File: src/rtl/logic_unit_sequencer.sv
// Multicycle sequencer for logic_unit: accepts ops over valid/ready, steps COUNTER
// through each op's step count, and reports completion with write/trap/branch qualifiers.
//
// state | meaning
// IDLE  | no operation in flight; a request or a queued op starts RUN next edge
// RUN   | ALUOp/COUNTER driven into logic_unit, COUNTER advancing to N-1
// DONE  | one-cycle completion; qualifiers valid alongside done
module logic_unit_sequencer #(
  parameter int OP_W     = 4,
  parameter int CNT_W    = 2,
  parameter bit OVF_TRAP = 1'b1
) (
  input  logic             clk,
  input  logic             reset,
  input  logic             req_valid,
  input  logic [OP_W-1:0]  req_op,
  output logic             req_ready,
  input  logic             OVERFLOW,
  input  logic             Update_UC,
  output logic [OP_W-1:0]  ALUOp,
  output logic [CNT_W-1:0] COUNTER,
  output logic             busy,
  output logic             done,
  output logic             result_we,
  output logic             ovf_exc,
  output logic             branch_taken
);

  typedef enum logic [1:0] {
    S_IDLE = 2'd0,
    S_RUN  = 2'd1,
    S_DONE = 2'd2
  } state_t;

  localparam logic [OP_W-1:0] OP_ADD  = OP_W'(1);
  localparam logic [OP_W-1:0] OP_SUB  = OP_W'(2);
  localparam logic [OP_W-1:0] OP_SRAV = OP_W'(12);
  localparam logic [OP_W-1:0] OP_SLL  = OP_W'(8);
  localparam logic [OP_W-1:0] OP_BEQ  = OP_W'(13);
  localparam logic [OP_W-1:0] OP_BGT  = OP_W'(15);

  state_t           state_q, state_d;
  logic [OP_W-1:0]  alu_op_q, alu_op_d;
  logic [CNT_W-1:0] cnt_q, cnt_d;
  logic             pend_full_q, pend_full_d;
  logic [OP_W-1:0]  pend_op_q, pend_op_d;
  logic             we_q, we_d;
  logic             exc_q, exc_d;
  logic             br_q, br_d;

  logic             xfer;
  logic             bypass;
  logic             deq;
  logic             ovf_hit;
  logic [CNT_W-1:0] last_cnt;

  function automatic logic [CNT_W-1:0] last_step(input logic [OP_W-1:0] op);
    if (op >= OP_BEQ && op <= OP_BGT) return CNT_W'(1);
    else if (op >= OP_SLL && op <= OP_SRAV) return CNT_W'(2);
    else return '0;
  endfunction

  function automatic logic is_write(input logic [OP_W-1:0] op);
    return (op >= OP_ADD) && (op <= OP_SRAV);
  endfunction

  function automatic logic is_branch(input logic [OP_W-1:0] op);
    return (op >= OP_BEQ) && (op <= OP_BGT);
  endfunction

  assign req_ready = !pend_full_q;
  assign xfer      = req_valid && req_ready;
  assign last_cnt  = last_step(alu_op_q);
  assign ovf_hit   = OVF_TRAP && OVERFLOW && (alu_op_q == OP_ADD || alu_op_q == OP_SUB);

  always_comb begin
    state_d     = state_q;
    alu_op_d    = alu_op_q;
    cnt_d       = cnt_q;
    pend_full_d = pend_full_q;
    pend_op_d   = pend_op_q;
    we_d        = we_q;
    exc_d       = exc_q;
    br_d        = br_q;
    bypass      = 1'b0;
    deq         = 1'b0;

    case (state_q)
      S_IDLE: begin
        if (pend_full_q) begin
          state_d  = S_RUN;
          alu_op_d = pend_op_q;
          cnt_d    = '0;
          deq      = 1'b1;
        end else if (xfer) begin
          state_d  = S_RUN;
          alu_op_d = req_op;
          cnt_d    = '0;
          bypass   = 1'b1;
        end
      end
      S_RUN: begin
        // >= rather than == so a corrupted count still terminates the op
        if (cnt_q >= last_cnt) begin
          state_d = S_DONE;
          cnt_d   = '0;
          we_d    = is_write(alu_op_q) && !ovf_hit;
          exc_d   = ovf_hit;
          br_d    = is_branch(alu_op_q) && Update_UC;
        end else begin
          cnt_d = cnt_q + CNT_W'(1);
        end
      end
      S_DONE: begin
        if (pend_full_q) begin
          state_d  = S_RUN;
          alu_op_d = pend_op_q;
          cnt_d    = '0;
          deq      = 1'b1;
        end else begin
          state_d = S_IDLE;
        end
      end
      default: begin
        state_d = S_IDLE;
        cnt_d   = '0;
      end
    endcase

    if (deq) pend_full_d = 1'b0;
    if (xfer && !bypass) begin
      pend_full_d = 1'b1;
      pend_op_d   = req_op;
    end
  end

  always_ff @(posedge clk) begin
    if (reset) begin
      state_q     <= S_IDLE;
      alu_op_q    <= '0;
      cnt_q       <= '0;
      pend_full_q <= 1'b0;
      pend_op_q   <= '0;
      we_q        <= 1'b0;
      exc_q       <= 1'b0;
      br_q        <= 1'b0;
    end else begin
      state_q     <= state_d;
      alu_op_q    <= alu_op_d;
      cnt_q       <= cnt_d;
      pend_full_q <= pend_full_d;
      pend_op_q   <= pend_op_d;
      we_q        <= we_d;
      exc_q       <= exc_d;
      br_q        <= br_d;
    end
  end

  // Qualifiers are latched at the last RUN step and only exposed in DONE.
  assign ALUOp        = alu_op_q;
  assign COUNTER      = cnt_q;
  assign busy         = (state_q == S_RUN);
  assign done         = (state_q == S_DONE);
  assign result_we    = done && we_q;
  assign ovf_exc      = done && exc_q;
  assign branch_taken = done && br_q;

endmodule
File: config.mk
export PLATFORM = sky130hd
export DESIGN_NAME = logic_unit_sequencer
export DESIGN_NICKNAME = d
export VERILOG_FILES = /design/src/rtl/logic_unit_sequencer.sv
export SDC_FILE = /design/constraint.sdc
export NUM_CORES = 1
export LEC_CHECK = 0
export CAP_MARGIN = 20
export CORE_MARGIN = 4
export CORE_UTILIZATION = 45
export CTS_CLUSTER_SIZE = 8
export DETAILED_ROUTE_END_ITERATION = 12
export PLACE_DENSITY = 0.75
export SETUP_SLACK_MARGIN = 0.5
export SKIP_CTS_REPAIR_TIMING = 1
export SKIP_LAST_GASP = 1
export SYNTH_ARGS = -nofsm -noshare
export SYNTH_HDL_FRONTEND = slang
export SYNTH_SLANG_ARGS = --single-unit
File: constraint.sdc
create_clock -name clk -period 2.35 [get_ports clk]
set_input_delay 0.3525 -clock clk [delete_from_list [all_inputs] [get_ports clk]]
set_output_delay 0.3525 -clock clk [all_outputs]
set_load 0.01 [all_outputs]
Word level (Yosys, flattened, before mapping)

Index checks and enable logic that the tools add are counted.

Add/subtract/negate cells: 1
$lt $le $gt $ge: 6
Equal/unequal tests: 7
Multiplexer cells: 23
Reduce and logical (&&, ||, !) cells: 23

Operators by type and width:

| cell                  | number |
|---|---|
| $mux W2               | 9 |
| $mux W4               | 3 |
| $pmux W2 S3           | 2 |
| $logic_and A1 B1 Y1   | 11 |
| $ge A4 B4 Y1 const B  | 2 |
| $le A4 B4 Y1 const B  | 2 |
| $mux W1               | 8 |
| $pmux W4 S2           | 1 |
| $reduce_and A2 Y1     | 3 |
| $eq A4 B1 Y1 const B  | 1 |
| $eq A4 B2 Y1 const B  | 1 |
| $ge A4 B1 Y1 const B  | 1 |
| $ne A2 B1 Y1 const B  | 2 |
| $reduce_bool A2 Y1    | 2 |
| $logic_not A1 Y1      | 3 |
| $ne A3 B3 Y1 const B  | 1 |
| $reduce_and A3 Y1     | 1 |
| $add A2 B1 Y2 const B | 1 |
| $eq A2 B1 Y1 const B  | 1 |
| $eq A2 B2 Y1 const B  | 1 |
| $ge A2 B2 Y1          | 1 |
| $logic_not A2 Y1      | 1 |
| $reduce_or A2 Y1      | 1 |
| $logic_or A1 B1 Y1    | 1 |

Register bits after elaboration: 16
Bits of input ports: 9
Output and inout bits: 12
Word-level logic and storage cells: 68

Depth between registers and ports, before layout

Gate-level depths: netlist (run 1).

Depth after elaboration: 8
Mapped depth: 7
Mapped depth without buffers: 7

Worst setup path after synthesis (run 1)

Ideal clock, no wire load.

Path type: register to register
Start: reg alu_op_q[0], in the netlist ALUOp[0]
End: reg cnt_q[1], in the netlist COUNTER[1]
Library setup time: 71 ps
Arrival time: 1,722 ps
Required time: 2,279 ps
Path slack: 558 ps
Stages on the path, launching flop included: 7
Path buffers: 0
Clock period less this slack: 1,792 ps
Cell sequence: dfxtp_1 -> o211a_1 -> ha_1 -> nand2b_1 -> a2111oi_2 -> o21ai_0 -> a21oi_1

Word-level cells in the longest chain between the ends: 7
Elaborated cells between the ends (all ways): 11
Those cells by class: order compare: 5; mux: 4; reduce/logical: 2

RTL lines:

| what                                         | line | source |
|---|---|---|
| start, declared                              | 43   | `logic [OP_W-1:0] alu_op_q, alu_op_d;` |
| start signal, assigned                       | 149  | `alu_op_q <= alu_op_d;` |
| $ge A4 B4 Y1 or $le A4 B4 Y1 (tied branches) | 59   | `else if (op >= OP_SLL && op <= OP_SRAV) return CNT_W'(2);` |
| $logic_and A1 B1 Y1                          | 59   |  |
| $mux W2                                      | 59   |  |
| $mux W2 (*)                                  | 58   | `if (op >= OP_BEQ && op <= OP_BGT) return CNT_W'(1);` |
| $ge A2 B2 Y1 (*)                             | 104  | `if (cnt_q >= last_cnt) begin` |
| $mux W2 (*)                                  | 104  |  |
| $pmux W2 S3 (*)                              | 88   | `case (state_q)` |
| end signal, assigned                         | 150  | `cnt_q <= cnt_d;` |
| end, declared                                | 44   | `logic [CNT_W-1:0] cnt_q, cnt_d;` |

Mark *: on every way between the ends. The rest lies on a longest branch, timed or not.
A chain may end at the register's enable or synchronous reset.

Worst setup path in the final report (run 1)

Start: reg alu_op_q[1], in the netlist ALUOp[1]
End: reg cnt_q[1], in the netlist COUNTER[1]

The elaborated chain is that of the path after synthesis.

==> flow_metrics.env, run 1 <==
export IMPL_routed_wl_um=1794
export IMPL_slew_violations=0
export IMPL_cp_slowest_stage_delay_ns=0.38
export IMPL_nets=131
export IMPL_power_per_cell_area_nw_per_um2=564.7
export IMPL_worst_pin_slew_ns=0.6041
export IMPL_yosys_area_top_type="dfxtp_1"
export IMPL_clk_path_buf_depth=2
export IMPL_synth_area_top_cells="dfxtp_1 (41%), nor2_1 (7.2%), mux2i_1 (6.4%)"
export IMPL_drt_iter0_drc=8
export IMPL_cts_sinks=16
export IMPL_antenna_cells=0
export IMPL_syn_nets=103
export IMPL_viasPerCell=5.326
export IMPL_die_w_um=49.56
export IMPL_cp_required_ns=2.57
export IMPL_power_leakage_nw=0.5490
export IMPL_dpl_hpwl_um=1229
export IMPL_ant_nets=0
export IMPL_grt_antenna_before_repair=0
export IMPL_drive_gt1_frac=0.1933
export IMPL_ys_types=31
export IMPL_syn_area_um2=777.0
export IMPL_final_area_um2=1141
export IMPL_yosys_register_bits=16
export IMPL_num_rows=14
export IMPL_switching_share=0.2828
export IMPL_critPathArrivalTime_ns=1.97
export IMPL_fmax_ghz=0.5723
export IMPL_drc_errors=0
export IMPL_setup_tns_final_ns=0
export IMPL_fillCellCount=130
export IMPL_criticalPathCategory="reg -> reg"
export IMPL_yosys_most_used_dff="dfxtp_1"
export IMPL_portBuffers=20
export IMPL_p_seq_frac=0.486
export IMPL_p_comb_frac=0.221
export IMPL_insertion_delay_ns=0.30
export IMPL_grt_util_all_layers=0.1541
export IMPL_clock_skew_ns=0.007888
export IMPL_die_area_um2=2456
export IMPL_seq_area_frac_synth=0.4122
export IMPL_cts_buffers=3
export IMPL_ios=21
export IMPL_dpl_cell_area_um2=984.7
export IMPL_synthCells=92
export IMPL_start_kind="register"
export IMPL_start_util=0.4929
export IMPL_outcome="completed"
export IMPL_syn_avg_cell_area_um2=8.446
export IMPL_grt_setup_unrepaired="no"
export IMPL_period_share=0.7436
export IMPL_grt_overflow_total=0
export IMPL_synthArstFlopShare=0
export IMPL_internal_power_mw=0.4622
export IMPL_dr_total_vias=719
export IMPL_power_switching_mw=0.1823
export IMPL_grt_pass1_wl_um=2939
export IMPL_peakVddDrop_mv=0.3626
export IMPL_yosysWarnings=0
export IMPL_setup_viol=0
export IMPL_grt_pass1_vias=642
export IMPL_area_growth_pct=46.86
export IMPL_min_path_type="reg -> reg"
export IMPL_synth_edff_count=0
export IMPL_slew_headroom=0.5960
export IMPL_cp_cell_sequence="o211a_1, ha_1, nand2b_4, a2111oi_4, o21ai_1, a21oi_1"
export IMPL_htreeDepth=1
export IMPL_wire_per_inst_um=13.29
export IMPL_synth_most_common_cell="dfxtp_1"
export IMPL_endpoint_kind="register"
export IMPL_crit_slowest_cell="dfxtp_4"
export IMPL_grt_max_degree=18
export IMPL_fp_dieH_um=49.56
export IMPL_cts_root_buffer="clkbuf_4"
export IMPL_clkPwrFrac=0.293
export IMPL_ys_top_cells_by_count="dfxtp_1 (16), nor2_1 (15), nand2_1 (10)"
export IMPL_crit_fanout=6
export IMPL_finalHoldViolCount=0
export IMPL_clkTransAtPathRegs_ns=0.10
export IMPL_fin_crit_ns=1.747
export IMPL_first_pass_iters=4
export IMPL_gp_congestion=0.7625
export IMPL_maxCapViolations=0
export IMPL_cts_tree="yes"
export IMPL_coreArea_um2=1577
export IMPL_yosys_area_top_type_share=0.4122
## final timing paths
kind,from,endpoint,slack [ns],depth (start not counted)
worst max-delay path,ALUOp[1]$_SDFFE_PP0P_,COUNTER[1]$_SDFFE_PP0P_,0.60,6
worst min-delay path,br_q$_SDFFE_PP0P_,br_q$_SDFFE_PP0P_,0.47,2
worst max register to register,ALUOp[1]$_SDFFE_PP0P_,COUNTER[1]$_SDFFE_PP0P_,0.60,6
worst min register to register,br_q$_SDFFE_PP0P_,br_q$_SDFFE_PP0P_,0.47,2
## per-stage QoR
stage / hold WS [ns] / setup WS (ns) / power [mW] / utilization / instances
detailed placement: 0.4450 / 0.4006 / 0.4431 / 0.6246 / 125
CTS: 0.4605 / 0.04734 / 0.6337 / 0.6476 / 129
floorplan: 0.4273 / 0.5579 / 0.3892 / - / 92
finish: 0.4680 / 0.6026 / 0.6444 / 0.7238 / 135
global placement: 0.4387 / 0.3867 / 0.4423 / 0.6246 / 125
global route: 0.5148 / 0.5172 / 0.6832 / 0.7238 / 135
## metal layers
metal  track usage  routed length [um]
met1        0.1927                 811
met2        0.2423                 833
met3       0.06325                 111
met4       0.04147                  38
met5             0                   0
## cell type report
| class | count | area, um2 | area share |
|---|---|---|---|
| Clock buffer | 4 | 36.28 | 0.03180 |
| Multi-Input combinational cell | 69 | 478.0 | 0.4189 |
| Sequential cell | 16 | 334.1 | 0.2928 |
| Tap cell | 16 | 20.02 | 0.01754 |
| Inverter | 4 | 15.01 | 0.01316 |
| Timing Repair Buffer | 26 | 257.7 | 0.2259 |
## flip-flops by register name, indices dropped and copies added (netlist names)
name and count:
ALUOp 4, pend_op_q 4, COUNTER 2, state_q 2
br_q 1, exc_q 1, pend_full_q 1, we_q 1
## power groups by stage
stage | clock, mW | sequential [mW] | combinational (mW)
floorplan | 0 | 0.317 | 0.0722
global placement | 0 | 0.315 | 0.127
detailed placement | 0 | 0.317 | 0.126
CTS | 0.196 | 0.311 | 0.127
global route | 0.207 | 0.317 | 0.158
finish | 0.189 | 0.313 | 0.142
## critical path, delay by kind of cell (launching register included)
family / cells / cell delay, ns
AND/OR/NAND/NOR: 1 / 0.16
flip-flops: 1 / 0.38
AO/OA/AOI/OAI: 4 / 0.85
adder cells (fa/ha/maj): 1 / 0.27
## kinds of logic after synthesis
family | share of synthesized area
flops | 0.4122
buf+inv | 0.03541
simple gates | 0.2416
compound gates | 0.1900
mux | 0.06441
xor+xnor | 0.01127
fa+ha+maj | 0.04508
## placed cells by master (no fill, tap or decap), types with 2 or more instances in the layout
| cell type | count |
|---|---|
| dfxtp_1 | 11 |
| buf_4 | 6 |
| nor2_1 | 15 |
| o21ai_1 | 2 |
| o21ai_0 | 4 |
| dfxtp_2 | 2 |
| inv_1 | 3 |
| nand2_1 | 10 |
| a311oi_1 | 4 |
| mux2i_1 | 5 |
| dlymetal6s2s_1 | 5 |
| nor3_1 | 2 |
| clkbuf_4 | 3 |
| clkdlybuf4s50_1 | 15 |
| and2_1 | 3 |
| dfxtp_4 | 3 |
| a21oi_1 | 4 |
(Power assumes the default switching activity.)
==> inputs of run 2 (changes only) <==
--- a/config.mk
+++ b/config.mk
@@ -7,10 +7,10 @@
 export LEC_CHECK = 0
 export CAP_MARGIN = 20
 export CORE_MARGIN = 4
-export CORE_UTILIZATION = 45
+export CORE_UTILIZATION = 41
 export CTS_CLUSTER_SIZE = 8
 export DETAILED_ROUTE_END_ITERATION = 12
-export PLACE_DENSITY = 0.75
+export PLACE_DENSITY = 0.72
 export SETUP_SLACK_MARGIN = 0.5
 export SKIP_CTS_REPAIR_TIMING = 1
 export SKIP_LAST_GASP = 1
==> constraint.sdc (replaced) <==
create_clock -name clk -period 1.6 [get_ports clk]
set_input_delay 0.24 -clock clk [delete_from_list [all_inputs] [get_ports clk]]
set_output_delay 0.24 -clock clk [all_outputs]
set_load 0.01 [all_outputs]
==> run 2 against run 1 <==
The run now ends with negative setup slack left. Final area grew 11%. Core utilization down 0.40 points. Clock power rose by 15%. Total power is 50% higher. Sequential power increased by 44%. Largest power group unchanged.
==> flow_metrics.env, run 2 (synthesis results as in run 1) <==
export IMPL_endpoint_kind="register"
export IMPL_setup_viol=3
export IMPL_insertion_delay_ns=0.28
export IMPL_num_rows=15
export IMPL_portBuffers=20
export IMPL_cts_sinks=16
export IMPL_grt_util_all_layers=0.1630
export IMPL_power_leakage_nw=0.5900
export IMPL_ant_nets=0
export IMPL_final_cell_count_no_fill=154
export IMPL_grt_setup_unrepaired="yes"
export IMPL_worst_pin_slew_ns=0.3105
export IMPL_dpl_hpwl_um=1443
export IMPL_total_power_mw=0.9656
export IMPL_start_kind="register"
export IMPL_fillCellCount=145
export IMPL_slew_violations=0
export IMPL_crit_fanout=3
export IMPL_dr_total_vias=775
export IMPL_critPathArrivalTime_ns=1.86
export IMPL_seq_area_um2=332.8
export IMPL_gp_congestion=0.7537
export IMPL_post_place_cells=146
export IMPL_clk_path_buf_depth=2
export IMPL_violations="negative setup slack"
export IMPL_drc_errors=0
export IMPL_start_util=0.4404
export IMPL_final_util=0.7199
export IMPL_drt_iter0_drc=4
export IMPL_final_cell_mix="nor2_1 (13), buf_6 (12), nand2_1 (9), clkdlybuf4s50_1 (9), buf_4 (9)"
export IMPL_maxCapViolations=0
export IMPL_htreeDepth=1
export IMPL_peakVddDrop_mv=0.5698
export IMPL_outcome="complete, but fails checks"
export IMPL_grt_pass1_wl_um=3270
export IMPL_finalHoldViolCount=0
export IMPL_antenna_cells=0
export IMPL_clkTransAtPathRegs_ns=0.10
export IMPL_area_growth_pct=63.45
export IMPL_setup_slack_ns=-0.04884
export IMPL_fp_dieH_um=51.53
export IMPL_cts_buffers=3
export IMPL_grt_antenna_before_repair=0
export IMPL_die_w_um=51.53
export IMPL_nets=141
export IMPL_hold_path_startpoint="br_q$_SDFFE_PP0P_"
export IMPL_wire_per_inst_um=12.66
export IMPL_critPathLaunch="ALUOp[1]$_SDFFE_PP0P_"
export IMPL_drive_gt1_frac=0.3643
export IMPL_coreArea_um2=1764
export IMPL_period_share=1.031
export IMPL_viasPerCell=5.032
export IMPL_cts_root_buffer="clkbuf_4"
export IMPL_cts_tree="yes"
export IMPL_slew_headroom=0.7911
export IMPL_power_per_cell_area_nw_per_um2=760.3
export IMPL_final_common_cell="nor2_1"
export IMPL_fmax_ghz=0.6065
export IMPL_cp_required_ns=1.81
export IMPL_criticalPathCategory="reg -> reg"
export IMPL_fin_crit_ns=1.649
export IMPL_grt_max_degree=11
export IMPL_clock_skew_ns=0.009230
export IMPL_die_area_um2=2655
export IMPL_min_path_type="reg -> reg"
export IMPL_grt_pass1_vias=779
export IMPL_ios=21
export IMPL_grt_overflow_total=0
export IMPL_multi_input_comb_area_um2=511.7
export IMPL_first_pass_iters=4
export IMPL_routed_wl_um=1950
export IMPL_r2r_start="ALUOp[1]$_SDFFE_PP0P_"
run 2: cell count changes in the layout (fill, tap and decap cells not counted), sizes merged:
| cell | change |
|---|---|
| clkdlybuf4s50 | -6 |
| dlymetal6s2s | -1 |
| buf | +17 |
run 2: final timing paths:
path	endpoint	slack (ns)	cells after the start
worst max-delay path	COUNTER[1]$_SDFFE_PP0P_	-0.05	6
worst min-delay path	br_q$_SDFFE_PP0P_	0.46	2
worst max register to register	COUNTER[1]$_SDFFE_PP0P_	-0.05	6
worst min register to register	br_q$_SDFFE_PP0P_	0.46	2
run 2: stage by stage:
stage	setup slack [ns]	area, um2	setup TNS [ns]	hold slack [ns]
floorplan	-0.007847	845.8	-0.01568	0.3839
global placement	0.01322	1152	0	0.4352
detailed placement	-0.03557	1152	-0.04995	0.4500
CTS	-0.2530	1179	-1.144	0.4641
global route	-0.1704	1270	-0.5366	0.4728
finish	-0.04884	1270	-0.07078	0.4612
run 2: critical path, stage by stage, from the launching register on:
cell       delay (ns)
dfxtp_2          0.34
o211a_1          0.24
ha_1             0.27
nand2b_4         0.17
a2111oi_4        0.34
o21ai_1          0.11
a21oi_1          0.13
run 2: area by class of cell:
class / instances / share of cell area
Tap cell: 25 / 0.02463
Multi-Input combinational cell: 69 / 0.4030
Sequential cell: 16 / 0.2621
Timing Repair Buffer: 36 / 0.2778
Clock buffer: 4 / 0.02069
Inverter: 4 / 0.01182
run 2: routing by layer:
layer / vias to the layer above / share of wire / GRT usage
li1: 395 / - / -
met1: 359 / 0.43 / 0.1826
met2: 19 / 0.51 / 0.2775
met3: 2 / 0.049 / 0.04585
met4: 0 / 0.011 / 0.08734
met5: - / 0 / 0
run 2: power breakdown:
part,internal [mW],leakage (nW),switching (mW)
combinational,0.165,0.441,0.131
sequential,0.429,0.134,0.0237
clock,0.0964,0.0150,0.121
total,0.690,0.590,0.276
